## src/rtl/channel_selector_pkg.sv

```systemverilog
// rtl/channel_selector_pkg.sv - shared channel encodings, widths and wrap helpers
package channel_selector_pkg;

  localparam int CHANNEL_W            = 2;
  localparam int DEBOUNCE_100MHZ_10MS = 1000000;

  typedef enum logic [CHANNEL_W-1:0] {
    CH_0 = 2'b00,
    CH_1 = 2'b01,
    CH_2 = 2'b10,
    CH_3 = 2'b11
  } channel_e;

  typedef enum logic [1:0] {
    STEP_HOLD = 2'b00,
    STEP_NEXT = 2'b01,
    STEP_PREV = 2'b10
  } step_e;

  // Wrap is compared against the last legal channel so NUM_CHANNELS < 4 never overflows into unused codes.
  function automatic logic [CHANNEL_W-1:0] wrap_next(input logic [CHANNEL_W-1:0] ch,
                                                     input logic [CHANNEL_W-1:0] last);
    return (ch == last) ? CH_0 : ch + 1'b1;
  endfunction

  function automatic logic [CHANNEL_W-1:0] wrap_prev(input logic [CHANNEL_W-1:0] ch,
                                                     input logic [CHANNEL_W-1:0] last);
    return (ch == CH_0) ? last : ch - 1'b1;
  endfunction

endpackage

```

## src/rtl/button_debouncer.sv

```systemverilog
// rtl/button_debouncer.sv - two-flop synchroniser, counting debouncer and rise detector
module button_debouncer #(
  parameter int DEBOUNCE_CYCLES = 1000000,
  parameter int CNT_W           = 20
) (
  input  logic clk,
  input  logic rst,
  input  logic raw_in,
  output logic level,
  output logic press
);

  localparam logic [CNT_W-1:0] CNT_LAST = CNT_W'(DEBOUNCE_CYCLES - 1);

  logic             s1;
  logic             s2;
  logic             level_q;
  logic [CNT_W-1:0] cnt;

  always_ff @(posedge clk) begin
    if (!rst) begin
      s1      <= 1'b0;
      s2      <= 1'b0;
      level   <= 1'b0;
      level_q <= 1'b0;
      cnt     <= '0;
    end else begin
      s1      <= raw_in;
      s2      <= s1;
      level_q <= level;
      // Any sample agreeing with the current level restarts the stability count.
      if (s2 == level) begin
        cnt <= '0;
      end else if (cnt == CNT_LAST) begin
        level <= s2;
        cnt   <= '0;
      end else begin
        cnt <= cnt + 1'b1;
      end
    end
  end

  assign press = level & ~level_q;

endmodule

```

## src/rtl/channel_selector.sv

```systemverilog
// rtl/channel_selector.sv - debounced next/prev buttons stepping a wrap-around channel select
module channel_selector
  import channel_selector_pkg::*;
#(
  parameter int DEBOUNCE_CYCLES = DEBOUNCE_100MHZ_10MS,
  parameter int CNT_W           = 20,
  parameter int NUM_CHANNELS    = 4
) (
  input  logic                 clk,
  input  logic                 rst,
  input  logic                 btn_next,
  input  logic                 btn_prev,
  output logic [CHANNEL_W-1:0] channel,
  output logic                 channel_changed
);

  localparam logic [CHANNEL_W-1:0] LAST_CH = CHANNEL_W'(NUM_CHANNELS - 1);

  logic  next_level;
  logic  prev_level;
  logic  next_press;
  logic  prev_press;
  logic  unused_levels;
  step_e step;

  button_debouncer #(
    .DEBOUNCE_CYCLES(DEBOUNCE_CYCLES),
    .CNT_W          (CNT_W)
  ) u_next (
    .clk   (clk),
    .rst   (rst),
    .raw_in(btn_next),
    .level (next_level),
    .press (next_press)
  );

  button_debouncer #(
    .DEBOUNCE_CYCLES(DEBOUNCE_CYCLES),
    .CNT_W          (CNT_W)
  ) u_prev (
    .clk   (clk),
    .rst   (rst),
    .raw_in(btn_prev),
    .level (prev_level),
    .press (prev_press)
  );

  assign unused_levels = next_level ^ prev_level;

  // Coincident presses cancel rather than favouring either button.
  always_comb begin
    step = STEP_HOLD;
    if (next_press && !prev_press) begin
      step = STEP_NEXT;
    end else if (prev_press && !next_press) begin
      step = STEP_PREV;
    end
  end

  always_ff @(posedge clk) begin
    if (!rst) begin
      channel         <= CH_0;
      channel_changed <= 1'b0;
    end else begin
      case (step)
        STEP_NEXT: begin
          channel         <= wrap_next(channel, LAST_CH);
          channel_changed <= 1'b1;
        end
        STEP_PREV: begin
          channel         <= wrap_prev(channel, LAST_CH);
          channel_changed <= 1'b1;
        end
        default: begin
          channel_changed <= 1'b0;
        end
      endcase
    end
  end

endmodule

```

## config.mk

```make
export PLATFORM = sky130hd
export DESIGN_NAME = channel_selector
export DESIGN_NICKNAME = d
export VERILOG_FILES = /design/src/rtl/channel_selector_pkg.sv /design/src/rtl/button_debouncer.sv /design/src/rtl/channel_selector.sv
export SDC_FILE = /design/constraint.sdc
export NUM_CORES = 1
export LEC_CHECK = 0
export ABC_AREA = 0
export CAP_MARGIN = 40
export CORE_MARGIN = 1
export CORE_UTILIZATION = 26
export CTS_CLUSTER_SIZE = 14
export DETAILED_ROUTE_END_ITERATION = 10
export HOLD_SLACK_MARGIN = 0.06
export SYNTH_ARGS = -nofsm -noshare
export SYNTH_HDL_FRONTEND = slang
export SYNTH_HIERARCHICAL = 1
export SYNTH_SLANG_ARGS = --single-unit
```

## constraint.sdc

```tcl
create_clock -name clk -period 2.5 [get_ports clk]
set_input_delay 0.625 -clock clk [delete_from_list [all_inputs] [get_ports clk]]
set_output_delay 0.625 -clock clk [all_outputs]
set_load 0.01 [all_outputs]
```

# Yosys cells after proc, flatten, opt, wreduce, memory -nomap -nowiden
# Index checks and enable logic that the tools add are counted.
[classes]
n_bitwise = 7
add_sub_neg = 4
reduce_logical = 11
eq_ne = 7
muxes = 6
[op_table]
columns = ["cell", "n"]
rows = [
  ["$add A20 B1 Y20 const B", 2],
  ["$eq A20 B20 Y1 const B", 2],
  ["$mux W2", 4],
  ["$reduce_or A3 Y1", 2],
  ["$not A1 Y1", 5],
  ["$eq A2 B2 Y1 const B", 2],
  ["$pmux W2 S2", 1],
  ["$reduce_and A2 Y1", 2],
  ["$add A2 B1 Y2 const B", 1],
  ["$and A1 B1 Y1", 2],
  ["$eq A1 B1 Y1", 2],
  ["$eq A2 B1 Y1 const B", 1],
  ["$logic_and A1 B1 Y1", 2],
  ["$logic_not A1 Y1", 2],
  ["$logic_not A2 Y1", 1],
  ["$reduce_bool A2 Y1", 1],
  ["$reduce_or A2 Y1", 1],
  ["$sub A2 B1 Y2 const B", 1],
  ["$mux W1", 1],
]
[totals]
input_bits = 4
word_cells = 47
out_inout_bits = 3
reg_bits = 51

# Depth between registers and ports, before layout
[depth]
ltp_word = 9
depth_mapped = 6
mapped_depth_nobuf = 6

# By module
# The synthesis kept the hierarchy.
[modules_own_cells]
columns = ["mod", "cells_each", "area_each_um2", "instances", "seq_area_each_um2"]
rows = [
  ["button_debouncer", 113, 1084.8, 2, 480.5],
  ["channel_selector", 18, 163.9, 1, 60.1],
]

# Worst setup path after synthesis
# Ideal clock, no wire load.
[synth_timing]
kind = "register -> register"
from = "reg u_next.cnt[0]"
to = "reg u_next.cnt[12]"
period_less_slack_ns = 1.599
path_stages_with_launch = 7
t_required_ns = 2.385
slack_ns = 0.901
n_path_buf = 1
setup_ns = 0.115
arrival_time_ns = 1.485
cell_sequence = "dfxtp_1 -> ha_1 -> nand3_1 -> or2_0 -> o211ai_4 -> buf_6 -> nor2_1"
[synth_between]
elab_chain_cells = 2
elab_cells_between_ends = 3
classes_between = "1 x add/sub; 1 x eq/ne; 1 x reduce/logical"
[synth_rtl]
columns = ["element", "line_no", "rtl"]
rows = [
  ["start, declared", "button_debouncer.sv:18", "logic [CNT_W-1:0] cnt;"],
  ["start signal, assigned", "button_debouncer.sv:38", "cnt <= cnt + 1'b1;"],
  ["parallel branches: the longest is 2 deep, another holds $add A20 B1 Y20", "-", ""],
]
# Parallel ways; which one is timed is not known.
# A chain may end at the register's enable or synchronous reset.

# Worst setup path after layout
[layout_timing]
from = "reg channel[0]"
to = "out channel[0]"
[layout_rtl]
columns = ["element", "line_no", "rtl"]
rows = [
  ["start, declared", "channel_selector.sv:13", "output logic [CHANNEL_W-1:0] channel,"],
  ["start signal, assigned", "channel_selector.sv:67", "channel <= wrap_next(channel, LAST_CH);"],
  ["start signal, assigned", "channel_selector.sv:71", "channel <= wrap_prev(channel, LAST_CH);"],
]
# No word-level cell between the ends.

==> results.sh <==
export IMPL_status="finished, final reports clean"
export IMPL_cts_resized=0
export IMPL_place_ws_ps=506
export IMPL_cts_buffers=5
export IMPL_synth_avg_cell_area_um2=9.56
export IMPL_setup_viol=0
export IMPL_ctsHtreeMaxLevel=2
export IMPL_path_class="reg -> out"
export IMPL_max_slew_margin_rel_pct=61.8
export IMPL_final_common_cell="dfxtp_1"
export IMPL_grtUsageTotal_pct=8.93
export IMPL_whs_ps=440
export IMPL_start_kind="flip-flop"
export IMPL_critPathRequiredTime_ps=1880
export IMPL_ir_drop_uv=273
export IMPL_static_leakage_power_nw=0.879
export IMPL_die_area_um2=9360
export IMPL_cap_violations=0
export IMPL_wl_mm=3.99
export IMPL_vias=1672
export IMPL_cts_path_max_buffers=2
export IMPL_ys_top_cells_by_area="dfxtp_1, xor2_1, xnor2_1"
export IMPL_core_area_um2=8720
export IMPL_vias_per_cell=4.64
export IMPL_numPortBuffers=6
export IMPL_cp_data_arrival_time_ps=1240
export IMPL_ys_ff_latch=51
export IMPL_clk_pin_slew_worst_paths_ps=90
export IMPL_crit_family="buffers and inverters"
export IMPL_cts_root_buf="clkbuf_8"
export IMPL_ioPinCount=7
export IMPL_crit_buf_inv=1
export IMPL_finalNonFillerCells=360
export IMPL_hold_path_class="reg -> reg"
export IMPL_synthDistinctLibCells=37
export IMPL_fp_dieH_um=96.7
export IMPL_fin_util_pct=29.9
export IMPL_dpl_hpwl_mm=2.83
export IMPL_path_cells="clkdlybuf4s50_1"
export IMPL_clock_latency_ps=300
export IMPL_layout_common_cells="dfxtp_1, nor2_1, inv_1"
export IMPL_fmax_ghz=0.537
export IMPL_start_util_pct=26.8
export IMPL_cts_sinks=51
export IMPL_power_per_cell_area_nw_per_um2=577
export IMPL_hold_violations=0
export IMPL_initialDrtViolationCount=114
export IMPL_slew_viol_final=0
export IMPL_drc_errors=0
export IMPL_antenna_found_initial=0
export IMPL_grt_overflow_total=0
export IMPL_grt_pass1_vias=1575
export IMPL_syn2layout_area_growth_pct=11.7
export IMPL_diodes=0
export IMPL_dp_cells=352
export IMPL_slowest_delay_ps=550
export IMPL_period_minus_slack_ps=1860
export IMPL_synth_seq_area_share_pct=43.8
export IMPL_finalCritPeriodShare_pct=74.5
export IMPL_detail_route_antenna_nets=0
export IMPL_worst_slack_ps=637
export IMPL_syn_area_um2=2330
export IMPL_synth_fp_nets=253
export IMPL_cp_slowest_cell="clkdlybuf4s50_1"
export IMPL_fillCellCount=904
export IMPL_yosysWarnings=6
export IMPL_cp_max_fo=3
export IMPL_end_kind="output port"
export IMPL_synth_top_area_share_pct=43.8
export IMPL_fin_tns_setup_ps=0
export IMPL_rsz0062_at_grt="no"
export IMPL_yosys_area_top_type="dfxtp_1"
export IMPL_cts_hold_buffers=0
export IMPL_grt_pass1_wl_mm=7.13
export IMPL_wl_per_cell_um=11.1
export IMPL_die_w_um=96.7
export IMPL_tightest_slew_ps=570
export IMPL_netlist_instances=244
export IMPL_grt_max_degree=20
export IMPL_nets=260
export IMPL_clock_skew_ps=3.56
export IMPL_firstDrtPassIters=4
export IMPL_num_rows=34
export IMPL_cts_tree="built"
export IMPL_gp_congestion=0.713
export IMPL_post_cts_buffers=0
export IMPL_drive_above_1_share_pct=9.52
==> kinds of logic (layout without fill, tap and decap cells) <==
kind of cell    count (synthesis)  in the layout  synth area share [%]
compound gates                 38             38                  11.4
simple gates                  104            104                  28.0
flops                          51             51                  43.8
xor+xnor                       25             25                  9.38
fa+ha+maj                       5              5                  2.68
buf+inv                        21             29                  4.77
==> cell usage after synthesis (all sizes together) <==
master,count
a211oi,1
a21boi,2
a21oi,15
a221oi,1
and2,8
and3,8
and4,6
buf,6
dfxtp,51
ha,5
inv,15
nand2,10
nand3,8
nand4,8
nand4b,2
nor2,24
nor2b,4
nor3,2
nor3b,2
nor4,2
nor4bb,2
o211ai,2
o21ai,9
o31ai,8
or2,2
or3,8
or4,8
xnor2,12
xor2,13
==> final cells by class <==
class	count	area, µm²	share of cell area, %
tap	108	135	5.18
timing repair buffer	6	60.1	2.30
sequential	51	1020	39.2
clock inverter	2	60.1	2.30
clock buffer	6	72.6	2.78
multi-input combinational	172	1200	46.1
inverter	15	56.3	2.16
==> through the flow <==
stage          instance area [µm²]  total power, mW
4_1_cts                       2610             1.53
5_1_grt                       2610             1.55
6_report                      2610             1.50
3_5_place_dp                  2470            0.857
3_3_place_gp                  2470            0.856
2_1_floorplan                 2330            0.848
==> power by group <==
part / internal (mW) / switching, mW / total [mW]
registers: 0.816 / 0.00166 / 0.817
clock network: 0.400 / 0.267 / 0.667
logic: 0.00831 / 0.0118 / 0.0201
total: 1.22 / 0.281 / 1.50
==> sequential cells by signal (all words and copies together), names as in the netlist <==
register         count
u_next/cnt          20
channel_changed      1
u_prev/s1            1
channel              2
u_prev/level         1
u_prev/cnt          20
u_prev/s2            1
u_next/level_q       1
u_next/level         1
u_next/s1            1
u_next/s2            1
u_prev/level_q       1
==> final timing paths <==
| check | startpoint | to | slack, ps | depth (start not counted) |
|---|---|---|---|---|
| hold reg to reg | u_prev/s1 | u_prev/s2 | 440 | 1 |
| setup reg to reg | u_next/cnt[0] | u_next/cnt[8] | 660 | 5 |
| hold / removal | u_prev/s1 | u_prev/s2 | 440 | 1 |
| setup / recovery | channel[0] | channel[0] | 640 | 1 |
==> layer usage <==
layer,up-vias,share of wire [%],GRT usage (%)
li1,883,-,-
met1,771,52,11.7
met2,12,44,14.5
met3,6,1.9,1.81
met4,0,1.7,3.44
met5,-,0,0
No activity file was read; power rests on OpenSTA's default activity.
